`src/rtl/hazard_stall_ctrl.sv`:
```
// hazard_stall_ctrl: pipeline sequencing for the five-stage MIPS datapath.
// Decides each cycle between advance, stall-with-bubble and IF/ID flush,
// starts the multi-cycle MDU and freezes the front end while it runs, and
// counts stall and flush cycles for performance measurement.
module hazard_stall_ctrl #(
    parameter int MDU_LATENCY = 4,
    parameter int CNT_WIDTH   = 32
) (
    input  logic                 Clk,
    input  logic                 Rst_n,
    input  logic [4:0]           IF_ID_rs,
    input  logic [4:0]           IF_ID_rt,
    input  logic                 ID_UsesRt,
    input  logic                 ID_Branch,
    input  logic                 ID_BranchTaken,
    input  logic                 ID_Jump,
    input  logic                 ID_MduOp,
    input  logic                 ID_EX_MemRead,
    input  logic                 ID_EX_RegWrite,
    input  logic [4:0]           ID_EX_Dest,
    input  logic                 EX_MEM_MemRead,
    input  logic [4:0]           EX_MEM_Dest,
    output logic                 PCWrite,
    output logic                 IF_ID_Write,
    output logic                 IF_ID_Flush,
    output logic                 ID_EX_Bubble,
    output logic                 Mdu_Start,
    output logic                 Mdu_Busy,
    output logic [CNT_WIDTH-1:0] Stall_Count,
    output logic [CNT_WIDTH-1:0] Flush_Count
);

    typedef enum logic {
        RUN      = 1'b0,
        MDU_WAIT = 1'b1
    } state_t;

    // Wait counter is loaded with latency-1 so that counting down to zero
    // inclusive spans exactly MDU_LATENCY cycles.
    localparam logic [7:0] WAIT_LOAD = 8'(MDU_LATENCY - 1);

    state_t               state_q, state_d;
    logic [7:0]           waitCnt_q, waitCnt_d;
    logic [CNT_WIDTH-1:0] stallCnt_q, stallCnt_d;
    logic [CNT_WIDTH-1:0] flushCnt_q, flushCnt_d;

    logic exMatch;
    logic memMatch;
    logic loadUse;
    logic branchOnEx;
    logic branchOnMem;
    logic hazardStall;
    logic redirect;

    // Register 0 is hardwired to zero, so a zero destination never creates a dependency;
    // rt only counts as a source when the ID instruction actually reads it.
    assign exMatch  = (ID_EX_Dest != 5'd0) &&
                      ((ID_EX_Dest == IF_ID_rs) || (ID_UsesRt && (ID_EX_Dest == IF_ID_rt)));
    assign memMatch = (EX_MEM_Dest != 5'd0) &&
                      ((EX_MEM_Dest == IF_ID_rs) || (ID_UsesRt && (EX_MEM_Dest == IF_ID_rt)));

    // A branch behind an EX load first stalls on branchOnEx, then on branchOnMem
    // once the load reaches MEM, giving the two-cycle penalty without extra state.
    assign loadUse     = ID_EX_MemRead && exMatch;
    assign branchOnEx  = ID_Branch && ID_EX_RegWrite && exMatch;
    assign branchOnMem = ID_Branch && EX_MEM_MemRead && memMatch;
    assign hazardStall = loadUse || branchOnEx || branchOnMem;
    assign redirect    = (ID_Branch && ID_BranchTaken) || ID_Jump;

    // Control outputs and next state, combinational from state and ID/EX/MEM inputs.
    always_comb begin
        PCWrite      = 1'b1;
        IF_ID_Write  = 1'b1;
        IF_ID_Flush  = 1'b0;
        ID_EX_Bubble = 1'b0;
        Mdu_Start    = 1'b0;
        Mdu_Busy     = 1'b0;
        state_d      = state_q;
        waitCnt_d    = waitCnt_q;

        case (state_q)
            RUN: begin
                if (hazardStall) begin
                    PCWrite      = 1'b0;
                    IF_ID_Write  = 1'b0;
                    ID_EX_Bubble = 1'b1;
                end else begin
                    if (redirect) begin
                        IF_ID_Flush = 1'b1;
                    end
                    if (ID_MduOp) begin
                        Mdu_Start = 1'b1;
                        state_d   = MDU_WAIT;
                        waitCnt_d = WAIT_LOAD;
                    end
                end
            end
            MDU_WAIT: begin
                PCWrite      = 1'b0;
                IF_ID_Write  = 1'b0;
                ID_EX_Bubble = 1'b1;
                Mdu_Busy     = 1'b1;
                if (waitCnt_q == 8'd0) begin
                    state_d = RUN;
                end else begin
                    waitCnt_d = waitCnt_q - 8'd1;
                end
            end
        endcase

        // While reset is held the pipeline is left free-running with no side effects.
        if (!Rst_n) begin
            PCWrite      = 1'b1;
            IF_ID_Write  = 1'b1;
            IF_ID_Flush  = 1'b0;
            ID_EX_Bubble = 1'b0;
            Mdu_Start    = 1'b0;
            Mdu_Busy     = 1'b0;
        end
    end

    // Event counters advance on every cycle the PC is held or IF/ID is flushed, wrapping freely.
    always_comb begin
        stallCnt_d = stallCnt_q + (PCWrite ? '0 : CNT_WIDTH'(1));
        flushCnt_d = flushCnt_q + (IF_ID_Flush ? CNT_WIDTH'(1) : '0);
    end

    // State, wait counter and event counters; reset can abort an MDU wait at any time.
    always_ff @(posedge Clk or negedge Rst_n) begin
        if (!Rst_n) begin
            state_q    <= RUN;
            waitCnt_q  <= 8'd0;
            stallCnt_q <= '0;
            flushCnt_q <= '0;
        end else begin
            state_q    <= state_d;
            waitCnt_q  <= waitCnt_d;
            stallCnt_q <= stallCnt_d;
            flushCnt_q <= flushCnt_d;
        end
    end

    assign Stall_Count = stallCnt_q;
    assign Flush_Count = flushCnt_q;

endmodule

```
`config.mk`:
```
export PLATFORM = sky130hd
export DESIGN_NAME = hazard_stall_ctrl
export DESIGN_NICKNAME = d
export VERILOG_FILES = /design/src/rtl/hazard_stall_ctrl.sv
export SDC_FILE = /design/constraint.sdc
export NUM_CORES = 1
export LEC_CHECK = 0
export CAP_MARGIN = 10
export CORE_AREA = 2 2 94 96
export DETAILED_ROUTE_END_ITERATION = 8
export DIE_AREA = 0 0 96 98
export GPL_TIMING_DRIVEN = 1
export HOLD_SLACK_MARGIN = 0.03
export PLACE_DENSITY_LB_ADDON = 0.1
export SLEW_MARGIN = 20
export SYNTH_ARGS = -nofsm -noshare
export SYNTH_HDL_FRONTEND = slang
export SYNTH_SLANG_ARGS = --single-unit
```
`constraint.sdc`:
```
create_clock -name Clk -period 2.5 [get_ports Clk]
set_input_delay 0.625 -clock Clk [delete_from_list [all_inputs] [get_ports Clk]]
set_output_delay 0.625 -clock Clk [all_outputs]
set_load 0.005 [all_outputs]
```
# After elaboration in Yosys (flattened, before gate mapping)
# Cells that the tools add are included.
[op_classes]
eq_ne = 7
bitwise = 1
mux = 24
add_sub_neg = 3
n_reduce_logical = 19
[op_table]
columns = ["operator", "n"]
rows = [
  ["adder 32 x 1 -> 32 bit", 2],
  ["2-to-1 mux 8 bit", 3],
  ["== test 5 bit", 4],
  ["2-to-1 mux 1 bit", 17],
  ["one-hot mux 8 bit (2 select lines)", 1],
  ["logical AND 1 bit", 10],
  ["nonzero test 5 bit", 2],
  ["zero test 8 bit", 1],
  ["subtractor 8 x 1 -> 8 bit (second input constant)", 1],
  ["inequality test 2 bit (second input constant)", 3],
  ["one-hot mux 1 bit (2 select lines)", 3],
  ["logical OR 1 bit", 5],
  ["AND reduction 3 bit", 1],
  ["NOT 1 bit", 1],
]
[word_totals]
ff_bits = 73
out_inout_bits = 70

# Longest topological paths before layout
# Gate-level depths: netlist of the first run.
[depth]
ltp_word = 12
mapped_depth = 13
ltp_nobuf = 13

# Least setup slack after synthesis of the first run
# Ideal clock, no wire load.
[synth_path]
path_kind = "input -> register"
start = "input ID_EX_Dest[3]"
end = "register stallCnt_q[26], in the netlist Stall_Count[26]"
stages = 13
setup_ns = 0.124
path_buffers = 0
slack_ns = -0.764
arrival_ns = 3.140
path_cell_list = "xor2_1 > nor4_2 > a32oi_1 > o221ai_4 > and2_1 > ha_1 > ha_1 > and2_1 > nand3b_4 > or3_1 > nor2_2 > nand2_1 > xnor2_1"
[synth_between]
elab_chain_cells = 12
word_cells_on_any_way = 15
cone_classes = "1 x add/sub; 2 x eq/ne; 4 x mux; 8 x reduce/logical"
[synth_lines]
columns = ["element", "line", "text"]
rows = [
  ["start, declared", "20", "input logic [4:0] ID_EX_Dest,"],
  ["== test 5 bit", "58", "((ID_EX_Dest == IF_ID_rs) || (ID_UsesRt && (ID_EX_Dest == IF_ID_rt)));"],
  ["logical AND 1 bit", "58", ""],
  ["logical OR 1 bit", "58", ""],
  ["logical AND 1 bit *", "57", "assign exMatch = (ID_EX_Dest != 5'd0) &&"],
  ["logical AND 1 bit, on equally long branches", "64, 65", ""],
  ["logical OR 1 bit * (2 in series)", "67", "assign hazardStall = loadUse || branchOnEx || branchOnMem;"],
  ["2-to-1 mux 1 bit *", "83", "if (hazardStall) begin"],
  ["one-hot mux 1 bit (2 select lines) *", "81", "case (state_q)"],
  ["2-to-1 mux 1 bit *", "112", "if (!Rst_n) begin"],
  ["2-to-1 mux 1 bit *", "124", "stallCnt_d = stallCnt_q + (PCWrite ? '0 : CNT_WIDTH'(1));"],
  ["adder 32 x 1 -> 32 bit *", "124", ""],
  ["named net stallCnt_d[26]", "44", "logic [CNT_WIDTH-1:0] stallCnt_q, stallCnt_d;"],
  ["end signal, assigned", "138", "stallCnt_q <= stallCnt_d;"],
  ["end, declared", "44", ""],
]
# The timed path passes the listed nets; every way through them passes the cells marked *.
# A chain may end at the register's enable or synchronous reset.

# Worst setup path after layout of the first run
[layout_path]
start = "input EX_MEM_Dest[2]"
end = "register flushCnt_q[12], in the netlist Flush_Count[12]"
[layout_between]
elab_chain_cells = 11
word_cells_on_any_way = 13
cone_classes = "1 x add/sub; 2 x eq/ne; 4 x mux; 6 x reduce/logical"
[layout_lines]
columns = ["element", "line", "text"]
rows = [
  ["start, declared", "22", "input logic [4:0] EX_MEM_Dest,"],
  ["== test 5 bit", "60", "((EX_MEM_Dest == IF_ID_rs) || (ID_UsesRt && (EX_MEM_Dest == IF_ID_rt)));"],
  ["logical AND 1 bit", "60", ""],
  ["logical OR 1 bit", "60", ""],
  ["logical AND 1 bit *", "59", "assign memMatch = (EX_MEM_Dest != 5'd0) &&"],
  ["logical AND 1 bit *", "66", "assign branchOnMem = ID_Branch && EX_MEM_MemRead && memMatch;"],
  ["logical OR 1 bit *", "67", ""],
  ["2-to-1 mux 1 bit *", "83", ""],
  ["2-to-1 mux 1 bit *", "81", ""],
  ["2-to-1 mux 1 bit *", "112", ""],
  ["2-to-1 mux 1 bit *", "125", "flushCnt_d = flushCnt_q + (IF_ID_Flush ? CNT_WIDTH'(1) : '0);"],
  ["adder 32 x 1 -> 32 bit *", "125", ""],
  ["named net flushCnt_d[12]", "45", "logic [CNT_WIDTH-1:0] flushCnt_q, flushCnt_d;"],
  ["end signal, assigned", "139", "flushCnt_q <= flushCnt_d;"],
  ["end, declared", "45", ""],
]
# Marks and branches as above.

==> impl_metrics.tcl, run 1 <==
set metrics [dict create \
    synth.area.top_cells "dfrtp_1 51%, xnor2_1 11%, xor2_1 8.6%" \
    post-synth-top-count-cell "dfrtp_1" \
    finalClockSkew_ns 0.01280 \
    antennaDiodeCount 0 \
    cts-htree-levels 3 \
    core_um2 8466 \
    required_ns 2.73 \
    critPathMaxStageDelay_ns 0.52 \
    drtIter0Drc 48 \
    grt.busiest_layer "met2" \
    gp_congestion 0.8120 \
    antenna_found_initial 0 \
    end_kind "flop" \
    power.density_nw_per_um2 483.0 \
    routed_wl_mm 8.546 \
    setup_viol 59 \
    power_mw 2.777 \
    yosys.area.top_type "dfrtp_1" \
    grt.overflow.total 0 \
    rsz0062_at_grt "yes" \
    crit_cells 14 \
    grt_max_degree 59 \
    p_int_mw 2.088 \
    clk_pin_slew_ns 0.07 \
    row_count 34 \
    portBuffers 99 \
    ys_seq_area_frac 0.5134 \
    slew_violations 0 \
    clkPwrFrac 0.369 \
    path_buf_inv 4 \
    syn-num-nets 357 \
    multi_input_area_um2 2158 \
    cp_cell_sequence "buf_8 -> or4_4 -> o211ai_1 -> o221ai_4 -> buf_6 -> nor3b_4 -> ha_4 -> ha_4 -> nand2_4 -> buf_6 -> nor3_2 -> buf_4 -> nand3_4 -> xnor2_2" \
    synth_top_area_frac 0.5134 \
    synth_top_cells_by_count "73 x dfrtp_1, 45 x xnor2_1, 38 x nand2_1" \
    hpwl_mm 5.899 \
    cts_tree "built" \
    syn_area_um2 3558 \
    fp.dieW_um 96 \
    ys.flop_type "dfrtp_1" \
    clk_path_buf_depth 2 \
    synth_seq_cells 73 \
    leakagePower_nw 2.598 \
    cts_buffers 9 \
    seq_area_um2 1827 \
    switchingPower_mw 0.6897 \
    met3_usage 0.04475 \
    drc 0 \
    worstSetupPathType "input pin to flop" \
    hold_violations 0 \
    met2_usage 0.3007 \
    synth.avg_cell_area_um2 11.09 \
    nNetsFinal 513 \
    gr-usage-met1 0.2416 \
    drive_above_1_share 0.3465 \
    worst_slew_pin_slew_ns 0.7235 \
    avgViaCountPerCell 4.995 \
    clock-sinks 73 \
    finalCritPeriodShare 1.171 \
    yosysWarningCount 0 \
    insertion_delay_ns 0.34 \
    nFillCells 683 \
    async_flop_share 1.000 \
    cp-start-kind "input pin" \
    first_pass_iters 4 \
    grt_pass1_vias 2924 \
    ios 100 \
    grt_util_all_layers 0.1851 \
    hold_ws_ns 0.1110 \
    p_sw_frac 0.2483 \
    syn_to_final_growth_pct 61.60 \
    fmax_mhz 341.7 \
    violations "setup timing" \
    die-area_um2 9408 \
    peakVddDrop_v 0.0003925 \
    fin_cells 590 \
    initial_utilization 0.4203 \
    fin_crit_ns 2.927 \
    min_path_type "input pin to asynchronous set/reset pin" \
    arrival_ns 3.15 \
    netlist_instances 321 \
    ant_nets 0 \
    grt_first_pass_wirelength_mm 13.64 \
    synth_edf_count 0 \
    wl_per_cell_um 14.48 \
    crit_fanout 5 \
    vias 2947 \
    setup_ws_ns -0.4266 \
    cp_top_family "simple AND/OR/NAND/NOR gates" \
    die_height_um 98 \
    reg2reg_depth 12 \
    dp.cells 559 \
    slew_headroom 0.5177 \
    combPwrFrac 0.153 \
    status "complete, but fails checks" \
    synth_cell_type_count 44 \
    cts_root_buf "clkbuf_8" \
    p_seq_frac 0.477 \
    cp_slowest_cell "or4_4" \
    drv_cap 0 \
]
[sequential cells by signal, summed over array words and instances, names as in the netlist]
register,flops
Flush_Count,32
Stall_Count,32
state_q,1
waitCnt_q,8
[final cells by class]
cell class / instances / area share
clock buffer: 12 / 0.02524
sequential: 73 / 0.3177
tap: 108 / 0.02350
inverter: 5 / 0.003264
clock inverter: 4 / 0.01327
multi-input combinational: 241 / 0.3753
timing repair buffer: 147 / 0.2417
[power by group through the flow]
stage / Clock, mW / Combinational [mW] / Sequential [mW]
global route: 1.12 / 0.464 / 1.34
detailed placement: 0 / 0.366 / 1.33
CTS: 1.06 / 0.394 / 1.31
floorplan: 0 / 0.124 / 1.33
global placement: 0 / 0.364 / 1.33
finish: 1.03 / 0.426 / 1.33
[placed cells by master (no fill, tap or decap), types with 6 or more instances in the layout]
| cell type | count |
|---|---|
| dfrtp_1 | 73 |
| clkdlybuf4s50_1 | 73 |
| xnor2_1 | 37 |
| xor2_1 | 31 |
| buf_4 | 28 |
| nand2_1 | 26 |
| buf_6 | 25 |
| nor2_4 | 12 |
| nand3_2 | 12 |
| nor2_1 | 10 |
| clkbuf_8 | 10 |
| and3_1 | 8 |
| nand2_2 | 8 |
| xnor2_2 | 8 |
| buf_2 | 8 |
| nand4_1 | 7 |
| nand3_1 | 7 |
| dlygate4sd2_1 | 6 |
[cells by family after synthesis]
kind of cell    after synthesis  share of synthesized area
fa+ha+maj                     6                    0.02110
compound gates               15                    0.04009
xor+xnor                     80                     0.1969
buf+inv                       7                   0.008439
mux                           3                   0.009844
simple gates                137                     0.2103
flops                        73                     0.5134
[what timing repair did]
item,CTS,global route
pin swaps,53,33
resized for setup,145,50
setup buffers,16,11
hold buffers,0,0
setup endpoints to repair,64,65
[worst paths after layout]
check / from / end / slack [ns]
worst max register to register: state_q$_DFF_PN0_ / Flush_Count[12]$_DFF_PN0_ / 0.34
worst min register to register: Stall_Count[31]$_DFF_PN0_ / Stall_Count[31]$_DFF_PN0_ / 0.48
worst min-delay path: Rst_n / Flush_Count[0]$_DFF_PN0_ / 0.11
max in group asynchronous: Rst_n / Flush_Count[13]$_DFF_PN0_ / 1.45
min in group Clk: Stall_Count[31]$_DFF_PN0_ / Stall_Count[31]$_DFF_PN0_ / 0.48
worst max-delay path: EX_MEM_Dest[2] / Flush_Count[12]$_DFF_PN0_ / -0.43
[through the flow]
step	utilization	cell area (µm²)	setup WS, ns	setup TNS (ns)
floorplan	-	3628	-0.5251	-13.93
global placement	0.5891	4987	-1.088	-55.19
detailed placement	0.5891	4987	-1.130	-58.50
CTS	0.6505	5507	-0.4339	-16.36
global route	0.6793	5751	-0.5507	-22.13
finish	0.6793	5751	-0.4266	-16.91
[metal layers]
layer  part of all wire  wire (µm)
met5                  0          0
met4              0.015        127
met3              0.038        323
met2               0.53       4513
met1               0.42       3582
No activity file was read; power rests on OpenSTA's default activity.
==> inputs of run 2 (changes only) <==
--- a/config.mk
+++ b/config.mk
@@ -5,10 +5,11 @@
 export SDC_FILE = /design/constraint.sdc
 export NUM_CORES = 1
 export LEC_CHECK = 0
+export ABC_AREA = 1
 export CAP_MARGIN = 10
-export CORE_AREA = 2 2 94 96
+export CORE_AREA = 2 2 100 102
 export DETAILED_ROUTE_END_ITERATION = 8
-export DIE_AREA = 0 0 96 98
+export DIE_AREA = 0 0 102 104
 export GPL_TIMING_DRIVEN = 1
 export HOLD_SLACK_MARGIN = 0.03
 export PLACE_DENSITY_LB_ADDON = 0.1
==> run 2 against run 1 <==
The run still ends with setup timing left; via count rose by 33%; flip-flop and latch count did not move; core utilization fell by 2.0 points; synthesized cell count rose by 57%; worst hold slack got worse by 0.029 ns; critical endpoint is now Flush_Count[26]$_DFF_PN0_; largest power group unchanged; clock power fell by 18%.
==> impl_metrics.tcl, run 2 <==
set metrics [dict create \
    synth.area.top_cells "dfrtp_1 44%, nand2_1 12%, xor2_1 8.4%" \
    synth_top_cells_by_count "129 x nand2_1, 73 x dfrtp_1, 58 x inv_1" \
    nNetsFinal 707 \
    antenna_found_initial 0 \
    hold_violations 0 \
    cts_root_buf "clkbuf_8" \
    synthXorXnorAreaFrac 0.1411 \
    portBuffers 99 \
    synth_edf_count 0 \
    syn_area_um2 4150 \
    synth_top_family_by_area "simple AND/OR/NAND/NOR gates" \
    leakagePower_nw 3.028 \
    cts_tree "built" \
    ant_nets 0 \
    arrival_ns 2.77 \
    slew_violations 0 \
    finalClockSkew_ns 0.008444 \
    synth_seq_cells 73 \
    cts_buffers 9 \
    clk_path_buf_depth 2 \
    p_int_mw 2.279 \
    end_kind "flop" \
    p_sw_frac 0.3428 \
    layout_common_cells "111 x nand2_1, 73 x dfrtp_1, 68 x clkdlybuf4s50_1" \
    die-area_um2 10610 \
    hpwl_mm 7.955 \
    routed_wl_mm 10.87 \
    clock-sinks 73 \
    vias 3932 \
    drive_above_1_share 0.2855 \
    power.density_nw_per_um2 550.8 \
    synth_compound_area_frac 0.003919 \
    ios 100 \
    grt_util_all_layers 0.2133 \
    seq_area_um2 1827 \
    syn_to_final_growth_pct 51.73 \
    synth-adder-area-share 0.01809 \
    ys_seq_area_frac 0.4402 \
    async_flop_share 1.000 \
    yosysWarningCount 0 \
    grt_max_degree 73 \
    initial_utilization 0.4346 \
    p_seq_frac 0.444 \
    ys.flop_type "dfrtp_1" \
    cts-htree-levels 3 \
    post-synth-top-count-cell "nand2_1" \
    core_um2 9549 \
    rsz0062_at_grt "yes" \
    slew_headroom 0.3898 \
    finalCritPeriodShare 1.018 \
    avgViaCountPerCell 4.860 \
    synthMuxAreaShare 0 \
    row_count 36 \
    fin_crit_ns 2.545 \
    gp_congestion 0.8582 \
    synth_top_area_frac 0.4402 \
    switchingPower_mw 1.189 \
    violations "setup timing" \
    combPwrFrac 0.313 \
    required_ns 2.72 \
    yosys.area_share.simple 0.3398 \
    insertion_delay_ns 0.33 \
    netlist_instances 504 \
    setup_viol 4 \
    multi_input_area_um2 2357 \
    nFillCells 848 \
    cp-start-kind "input pin" \
    syn-num-nets 540 \
    fin_tns_setup_ns -0.06917 \
    final_core_util 0.6595 \
    drv_cap 0 \
    peakVddDrop_v 0.0004449 \
    first_pass_iters 4 \
    clkPwrFrac 0.243 \
    antennaDiodeCount 0 \
    grt_pass1_vias 3958 \
    crit_fanout 3 \
    drc 0 \
    fp.dieW_um 102 \
    die_height_um 104 \
    worst_slew_pin_slew_ns 0.9152 \
    clk_pin_slew_ns 0.08 \
    setup_ws_ns -0.04450 \
    drtIter0Drc 172 \
    min_path_type "input pin to asynchronous set/reset pin" \
    grt_first_pass_wirelength_mm 18.44 \
    yosys.area.top_type "dfrtp_1" \
    fmax_mhz 393.0 \
    synth.avg_cell_area_um2 8.235 \
    synth_cell_type_count 28 \
    final_common_cell "nand2_1" \
    status "complete, but fails checks" \
    wl_per_cell_um 13.43 \
    grt.overflow.total 0 \
    worstSetupPathType "input pin to flop" \
]
## run 2: cell count changes after synthesis, sizes merged, moves of 6 or more
cell and change:
and2 -6, and3 -9, inv +54, nand2 +98
nand3 +13, nand4 +15, nor2 +34, nor3 +21
xnor2 -19
## run 2: power by group through the flow
stage | registers, mW | logic [mW] | clock network (mW)
finish | 1.54 | 1.09 | 0.842
global route | 1.57 | 1.20 | 0.936
CTS | 1.54 | 1.04 | 0.875
detailed placement | 1.55 | 1.01 | 0
global placement | 1.55 | 0.986 | 0
floorplan | 1.53 | 0.522 | 0
## run 2: stage by stage
step / total power, mW / instance area, µm² / worst slack (ns) / hold slack [ns] / cells
after floorplan: 2.053 / 4259 / -0.2396 / 0.3294 / 504
after detailed placement: 2.564 / 5693 / -0.9880 / 0.4311 / 771
after global routing: 3.705 / 6297 / -0.1807 / 0.05889 / 809
final: 3.468 / 6297 / -0.04450 / 0.08204 / 809
after global placement: 2.533 / 5693 / -0.8899 / 0.4310 / 771
after CTS: 3.449 / 6020 / -0.05271 / 0.05928 / 805
## run 2: critical path, cell delays in order
cell,delay [ns]
clkdlybuf4s15_1,0.18
nand2_1,0.06
inv_1,0.04
o22ai_1,0.15
inv_1,0.07
nand2_2,0.07
nand2_2,0.06
inv_2,0.07
nand2_4,0.06
nor3_4,0.15
ha_2,0.23
ha_4,0.15
nand3_4,0.09
nor3_4,0.17
nand3_2,0.13
nor2_4,0.14
nand4_1,0.14
xor2_1,0.19
## run 2: cell type report
class / count / area share
flip-flops and latches: 73 / 0.2901
inverters: 60 / 0.04093
clock buffers: 10 / 0.02186
clock inverters: 6 / 0.006755
well taps: 133 / 0.02643
repair buffers: 158 / 0.2396
multi-input cells: 369 / 0.3743
## run 2: what timing repair did
action                                  4_1_cts  5_1_grt
buffers inserted                             19        8
endpoints found under the setup margin       58       53
resized for setup                           130       79
hold buffers                                  0        0
pin swaps                                    31       13
## run 2: logic make-up (layout without fill, tap and decap cells)
kind of cell,count (synthesis),count (layout)
AOI/OAI and AO/OA,3,3
xor gates and xnor gates,66,66
adders and majority gates,6,6
buffers and inverters,62,234
DFF,73,73
and+or+nand+nor,294,294
## run 2: layer usage
metal / share of wire / vias to the layer above / track usage
met5: 0 / - / 0
met4: 0.016 / 0 / 0.05905
met3: 0.041 / 16 / 0.03091
met2: 0.50 / 114 / 0.3604
met1: 0.44 / 1851 / 0.2829
li1: - / 1951 / -
## run 2: path summary, 6_finish.rpt
kind                       cells after the start                        end  slack (ns)                       from
max in group asynchronous                      2   waitCnt_q[3]$_DFFE_PN0P_        1.32                      Rst_n
max reg2reg                                   11  Flush_Count[26]$_DFF_PN0_        0.48          state_q$_DFF_PN0_
min in group Clk                               1  Stall_Count[31]$_DFF_PN0_        0.48  Stall_Count[31]$_DFF_PN0_
min                                            1   Stall_Count[0]$_DFF_PN0_        0.08                      Rst_n
min reg2reg                                    1  Stall_Count[31]$_DFF_PN0_        0.48  Stall_Count[31]$_DFF_PN0_
max                                           18  Flush_Count[26]$_DFF_PN0_       -0.04                  ID_Branch
